File: src/rtl/multicycle_control.sv
// Multicycle instruction sequencer: walks one instruction at a time through
// fetch, decode, execute, optional memory access and writeback. Both memory
// ports use a req/ready accept handshake followed by a valid response. A
// response timeout or a misaligned address parks the core in a sticky TRAP
// state that only reset can leave.
module multicycle_control #(
    parameter int              XLEN     = 32,
    parameter logic [XLEN-1:0] RESET_PC = {XLEN{1'b0}},
    parameter int              TIMEOUT  = 16,
    parameter int              CNT_W    = 32
) (
    input  logic             clk_in,
    input  logic             rst_in,
    // instruction fetch port
    output logic             imem_req_out,
    output logic [XLEN-1:0]  imem_addr_out,
    input  logic             imem_ready_in,
    input  logic             imem_valid_in,
    input  logic [31:0]      imem_data_in,
    // data port
    output logic             dmem_req_out,
    output logic             dmem_we_out,
    output logic [XLEN-1:0]  dmem_addr_out,
    output logic [XLEN-1:0]  dmem_wdata_out,
    input  logic             dmem_ready_in,
    input  logic             dmem_valid_in,
    input  logic [XLEN-1:0]  dmem_rdata_in,
    // decoder information
    input  logic [1:0]       dec_mem_op_in,
    input  logic             dec_rd_we_in,
    input  logic             dec_illegal_in,
    // execute-stage results
    input  logic [XLEN-1:0]  ex_next_pc_in,
    input  logic [XLEN-1:0]  ex_addr_in,
    input  logic [XLEN-1:0]  ex_result_in,
    input  logic [XLEN-1:0]  rval2_in,
    // architectural / status outputs
    output logic [31:0]      inst_out,
    output logic [XLEN-1:0]  pc_out,
    output logic             rf_we_out,
    output logic [XLEN-1:0]  rf_wd_out,
    output logic [2:0]       state_out,
    output logic             trap_out,
    output logic [CNT_W-1:0] retire_count_out
);

    typedef enum logic [2:0] {
        S_FETCH      = 3'd0,
        S_FETCH_WAIT = 3'd1,
        S_DECODE     = 3'd2,
        S_EXECUTE    = 3'd3,
        S_MEM        = 3'd4,
        S_MEM_WAIT   = 3'd5,
        S_WRITEBACK  = 3'd6,
        S_TRAP       = 3'd7
    } state_t;

    localparam logic [1:0] MOP_NONE  = 2'b00;
    localparam logic [1:0] MOP_LOAD  = 2'b01;
    localparam logic [1:0] MOP_STORE = 2'b10;
    localparam logic [1:0] MOP_ILL   = 2'b11;

    // The wait counter only needs to reach TIMEOUT-1: the wait cycle that
    // would make it TIMEOUT moves to TRAP instead.
    localparam int              TMO_W    = (TIMEOUT < 2) ? 1 : $clog2(TIMEOUT);
    localparam logic [TMO_W-1:0] TMO_LAST = TMO_W'(TIMEOUT - 1);

    state_t             state_q,   state_d;
    logic [XLEN-1:0]    pc_q,      pc_d;
    logic [31:0]        inst_q,    inst_d;
    logic [XLEN-1:0]    wb_data_q, wb_data_d;   // ALU result, replaced by load data
    logic [XLEN-1:0]    addr_q,    addr_d;
    logic [XLEN-1:0]    wdata_q,   wdata_d;
    logic [XLEN-1:0]    next_pc_q, next_pc_d;
    logic [1:0]         mem_op_q,  mem_op_d;
    logic               rd_we_q,   rd_we_d;
    logic [TMO_W-1:0]   tmo_q,     tmo_d;
    logic [CNT_W-1:0]   retire_q,  retire_d;

    logic               ex_is_mem;

    // State register and all latched datapath values; reset is asynchronous
    // so a reset in the middle of a handshake takes effect at once.
    always_ff @(posedge clk_in or posedge rst_in) begin
        if (rst_in) begin
            state_q   <= S_FETCH;
            pc_q      <= RESET_PC;
            inst_q    <= '0;
            wb_data_q <= '0;
            addr_q    <= '0;
            wdata_q   <= '0;
            next_pc_q <= '0;
            mem_op_q  <= MOP_NONE;
            rd_we_q   <= 1'b0;
            tmo_q     <= '0;
            retire_q  <= '0;
        end else begin
            state_q   <= state_d;
            pc_q      <= pc_d;
            inst_q    <= inst_d;
            wb_data_q <= wb_data_d;
            addr_q    <= addr_d;
            wdata_q   <= wdata_d;
            next_pc_q <= next_pc_d;
            mem_op_q  <= mem_op_d;
            rd_we_q   <= rd_we_d;
            tmo_q     <= tmo_d;
            retire_q  <= retire_d;
        end
    end

    // Next-state logic: sequencing, handshake accepts, response capture,
    // timeout and alignment checks.
    always_comb begin
        state_d   = state_q;
        pc_d      = pc_q;
        inst_d    = inst_q;
        wb_data_d = wb_data_q;
        addr_d    = addr_q;
        wdata_d   = wdata_q;
        next_pc_d = next_pc_q;
        mem_op_d  = mem_op_q;
        rd_we_d   = rd_we_q;
        tmo_d     = tmo_q;
        retire_d  = retire_q;
        ex_is_mem = (dec_mem_op_in == MOP_LOAD) || (dec_mem_op_in == MOP_STORE);

        case (state_q)
            S_FETCH: begin
                // A misaligned PC never issues a request.
                if (pc_q[1:0] != 2'b00) begin
                    state_d = S_TRAP;
                end else if (imem_ready_in) begin
                    state_d = S_FETCH_WAIT;
                    tmo_d   = '0;
                end
            end
            S_FETCH_WAIT: begin
                if (imem_valid_in) begin
                    inst_d  = imem_data_in;
                    state_d = S_DECODE;
                end else if (tmo_q == TMO_LAST) begin
                    state_d = S_TRAP;
                end else begin
                    tmo_d = tmo_q + TMO_W'(1);
                end
            end
            S_DECODE: begin
                if (dec_illegal_in || (dec_mem_op_in == MOP_ILL)) begin
                    state_d = S_TRAP;
                end else begin
                    state_d = S_EXECUTE;
                end
            end
            S_EXECUTE: begin
                wb_data_d = ex_result_in;
                addr_d    = ex_addr_in;
                wdata_d   = rval2_in;
                next_pc_d = ex_next_pc_in;
                mem_op_d  = dec_mem_op_in;
                rd_we_d   = dec_rd_we_in;
                if (ex_is_mem && (ex_addr_in[1:0] != 2'b00)) begin
                    state_d = S_TRAP;
                end else if (ex_is_mem) begin
                    state_d = S_MEM;
                end else begin
                    state_d = S_WRITEBACK;
                end
            end
            S_MEM: begin
                if (dmem_ready_in) begin
                    state_d = S_MEM_WAIT;
                    tmo_d   = '0;
                end
            end
            S_MEM_WAIT: begin
                // For a store the valid pulse is only the write acknowledge.
                if (dmem_valid_in) begin
                    if (mem_op_q == MOP_LOAD) begin
                        wb_data_d = dmem_rdata_in;
                    end
                    state_d = S_WRITEBACK;
                end else if (tmo_q == TMO_LAST) begin
                    state_d = S_TRAP;
                end else begin
                    tmo_d = tmo_q + TMO_W'(1);
                end
            end
            S_WRITEBACK: begin
                pc_d     = next_pc_q;
                retire_d = retire_q + CNT_W'(1);
                state_d  = S_FETCH;
            end
            S_TRAP: begin
                state_d = S_TRAP;
            end
            default: begin
                state_d = S_TRAP;
            end
        endcase
    end

    // Outputs come from state and latched values only; the fetch request is
    // also held low while reset is asserted.
    assign imem_req_out     = (state_q == S_FETCH) && (pc_q[1:0] == 2'b00) && !rst_in;
    assign imem_addr_out    = pc_q;
    assign dmem_req_out     = (state_q == S_MEM);
    assign dmem_we_out      = (state_q == S_MEM) && (mem_op_q == MOP_STORE);
    assign dmem_addr_out    = addr_q;
    assign dmem_wdata_out   = wdata_q;
    assign inst_out         = inst_q;
    assign pc_out           = pc_q;
    assign rf_we_out        = (state_q == S_WRITEBACK) && rd_we_q && (mem_op_q != MOP_STORE);
    assign rf_wd_out        = wb_data_q;
    assign state_out        = state_q;
    assign trap_out         = (state_q == S_TRAP);
    assign retire_count_out = retire_q;

endmodule

File: config.mk
export PLATFORM = sky130hd
export DESIGN_NAME = multicycle_control
export DESIGN_NICKNAME = d
export VERILOG_FILES = /design/src/rtl/multicycle_control.sv
export SDC_FILE = /design/constraint.sdc
export NUM_CORES = 1
export LEC_CHECK = 0
export CAP_MARGIN = 30
export CELL_PAD_IN_SITES_DETAIL_PLACEMENT = 1
export CELL_PAD_IN_SITES_GLOBAL_PLACEMENT = 2
export CORE_UTILIZATION = 25
export CTS_BUF_LIST = sky130_fd_sc_hd__clkbuf_8
export DETAILED_ROUTE_END_ITERATION = 8
export GPL_TIMING_DRIVEN = 0
export PLACE_DENSITY_LB_ADDON = 0.1
export SLEW_MARGIN = 20
export SYNTH_ARGS = -nofsm -noshare
export SYNTH_HDL_FRONTEND = slang
export SYNTH_SLANG_ARGS = --single-unit
File: constraint.sdc
create_clock -name clk_in -period 7.15 [get_ports clk_in]
set_clock_uncertainty 0.15 [all_clocks]
set_input_delay 1.0725 -clock clk_in [delete_from_list [all_inputs] [get_ports clk_in]]
set_output_delay 1.0725 -clock clk_in [all_outputs]
set_load 0.005 [all_outputs]
==> impl_metrics.toml <==
[timing]
setup-violations-final = 0
period_needed_ns = 3.944
hold_violations = 0
holdWs_ns = 0.3246
worstMarginPinSlew_ns = 0.6774
rsz0062_at_grt = "false"
slew_headroom_pct = 54.47
timing.final.crit_share_pct = 55.16
final_max_slew_viol_count = 0
setup-tns-final_ns = 0
worst_slack_ns = 3.206
fmax_mhz = 253.5

[grt]
grt_pass1_vias = 8347
grt_max_degree = 30
grt.busiest_layer = "met2"
gr-usage-met1_pct = 19.81
use_met3_pct = 5.795
grt_usage_pct = 16.41
use_met2_pct = 26.86
grt_overflow = 0
antenna_found_initial = 3
grt_first_pass_wirelength_microns = 50710

[critical_path]
setup.worst_path.class = "flip-flop to output port"
cp_top_family = "buffers and inverters"
required_ns = 5.93
cp_max_fo = 10
path_cells = "buf_4 -> clkbuf_1 -> or4_1 -> nor3_1 -> clkdlybuf4s50_1"
crit_path_start_kind = "flip-flop"
reg2reg_from = "retire_count_out[2]"
crit_path_top_delay_cell = "or4_1"
worst_r2r_path_depth = 5
arrival_ns = 2.72
rr_endpoint = "retire_count_out[25]"
critical_path_buf_inv_count = 3
r2r_setup_slack_ns = 4.78
cp-end-kind = "output port"
critical_path.max_stage_delay_ns = 0.61

[placed_design]
port_buffers = 433
place_congestion = 0.7428
dp_slack_ns = 3.608
dpl.hpwl_microns = 24510
dpl-instance-area_sq_um = 15070

[cts]
cts_sinks = 234
cts.path.max_buffers = 3
cts_setup_buffers = 0
cts_tree = "built"
holdBufCountCts = 0
h-tree-depth = 2
cts_resized = 0
clkTransAtPathRegs_ns = 0.06
insertion_delay_ns = 0.59
ctsRootBufferMaster = "clkbuf_8"
cts_inserted_buffers = 46

[pwr]
leakage_nw = 6.700
p_total_mw = 6.527
vdd_ir_drop_max_uv = 186.8
powerDensity_nw_per_um2 = 407.8

[floorplanning]
num_rows = 72
initial_core_util_pct = 25.46
dieArea_sq_um = 40340
die_w_microns = 200.8
coreArea_sq_um = 38830
die_h_microns = 200.8
io_pins = 434

[route]
remaining_drc_errors = 0
drtPass1Iterations = 4
drt_iter0_drc = 161
ant_nets = 0
drt-total-wl_microns = 32130
vias = 7373
routedWlPerCell_microns = 18.65
vias_per_cell = 4.279

[logic_synthesis]
synth-edff-count = 0
yosysUniqueCellTypes = 40
synth_top_area_cell = "dfrtp_1"
async_flop_share_pct = 100.0
syn_avg_cell_area_sq_um = 14.56
syn_area_sq_um = 9884
netlist_instances = 679
yosys.area.top_type_share_pct = 59.24
ys_ff_latch = 234
synth-seq-area-share_pct = 59.24
synth_area_leaders = "dfrtp_1 59%, mux2_2 26%, buf_4 2.5%"
yosys_warnings = 0
syn-num-nets = 884
synthFlopType = "dfrtp_1"

[worst_hold_path]
holdPathStages = 1
holdCritPathClass = "flip-flop to flip-flop"
hold_path_startpoint = "retire_count_out[31]"
hold_end = "retire_count_out[31]"

[run]
max-cap-violations = 0

[cells_and_area]
fin_nets = 1374
mostFrequentLayoutCells = "433 x clkdlybuf4s50_1, 234 x dfrtp_1, 230 x mux2_2"
fillers = 4069
area_growth_pct = 61.91
final_common_cell = "clkdlybuf4s50_1"
final_area_sq_um = 16000
drive_above_1_share_pct = 30.65

[outcome]
status = "finished clean"
-- worst reg2reg max path, delay by kind of cell (launching register included) --
family	cells	cell delay [ns]
simple gates	3	1.15
buf+inv	1	0.36
flops	1	0.43
xor+xnor	1	0.17
-- metrics by stage --
stage	util [%]	instances
finish	41.22	1723
global route	41.21	1722
CTS	41.21	1722
detailed placement	38.80	1639
global placement	38.30	1630
floorplan	-	679
-- where the power goes --
group	internal, mW	switching [mW]
sequential	1.94	0.374
clock	0.766	0.589
combinational	1.94	0.919
total	4.64	1.88
-- registers in the layout, summed over array words and instances, names as in the netlist --
signal	count
dmem_addr_out	32
dmem_wdata_out	32
imem_addr_out	32
inst_out	32
next_pc_q	32
retire_count_out	32
rf_wd_out	32
tmo_q	4
state_out	3
mem_op_q	2
rd_we_q	1
-- metal layers --
| layer | wire length (microns) | part of all wire, % | vias up |
|---|---|---|---|
| met1 | 13260 | 41 | 3687 |
| met2 | 15540 | 48 | 262 |
| li1 | - | - | 3369 |
| met3 | 2510 | 7.8 | 51 |
| met5 | 23 | 0.072 | - |
| met4 | 798 | 2.5 | 4 |
-- final cells by class --
class                   count  area [sq um]  share of cell area (%)
diodes                      1         2.502                 0.01564
plain buffers              63         415.4                   2.596
clock buffers              62         853.3                   5.332
clock inverters            21         82.58                  0.5160
inverters                   4         18.77                  0.1173
multi-input cells         378          3598                   22.48
flip-flops and latches    234          5856                   36.59
well taps                 518         648.1                   4.050
repair buffers            442          4529                   28.30
-- Yosys cell counts, types with 4 or more instances --
cell	n
and3_1	10
nor2_1	13
buf_6	4
nand3_1	19
buf_2	20
xor2_1	5
clkbuf_1	6
xnor2_1	26
nor3_1	10
mux2_2	230
dfrtp_1	234
inv_1	4
nand4_1	10
buf_4	33
nand2_1	14
-- worst max-delay path by stage --
stage                      start                 end  slack, ns  cells after the start
finish              state_out[2]        imem_req_out       3.21                      5
CTS                 state_out[1]           rf_we_out       3.10                      6
global placement          rst_in  dmem_wdata_out[25]       0.57                      2
floorplan                 rst_in    dmem_addr_out[0]       2.86                      1
detailed placement        rst_in        imem_req_out       3.61                      3
global route        state_out[2]        imem_req_out       3.04                      5
-- logic make-up (layout without fill, tap and decap cells) --
family | after synthesis | in the layout | synth area share, %
compound gates | 15 | 15 | 1.152
flops | 234 | 234 | 59.24
other cells | 0 | 1 | 0
xor+xnor | 31 | 31 | 2.747
fa+ha+maj | 3 | 3 | 0.3798
simple gates | 97 | 97 | 5.709
buf+inv | 67 | 592 | 4.354
mux | 232 | 232 | 26.42
(Power assumes the default switching activity.)
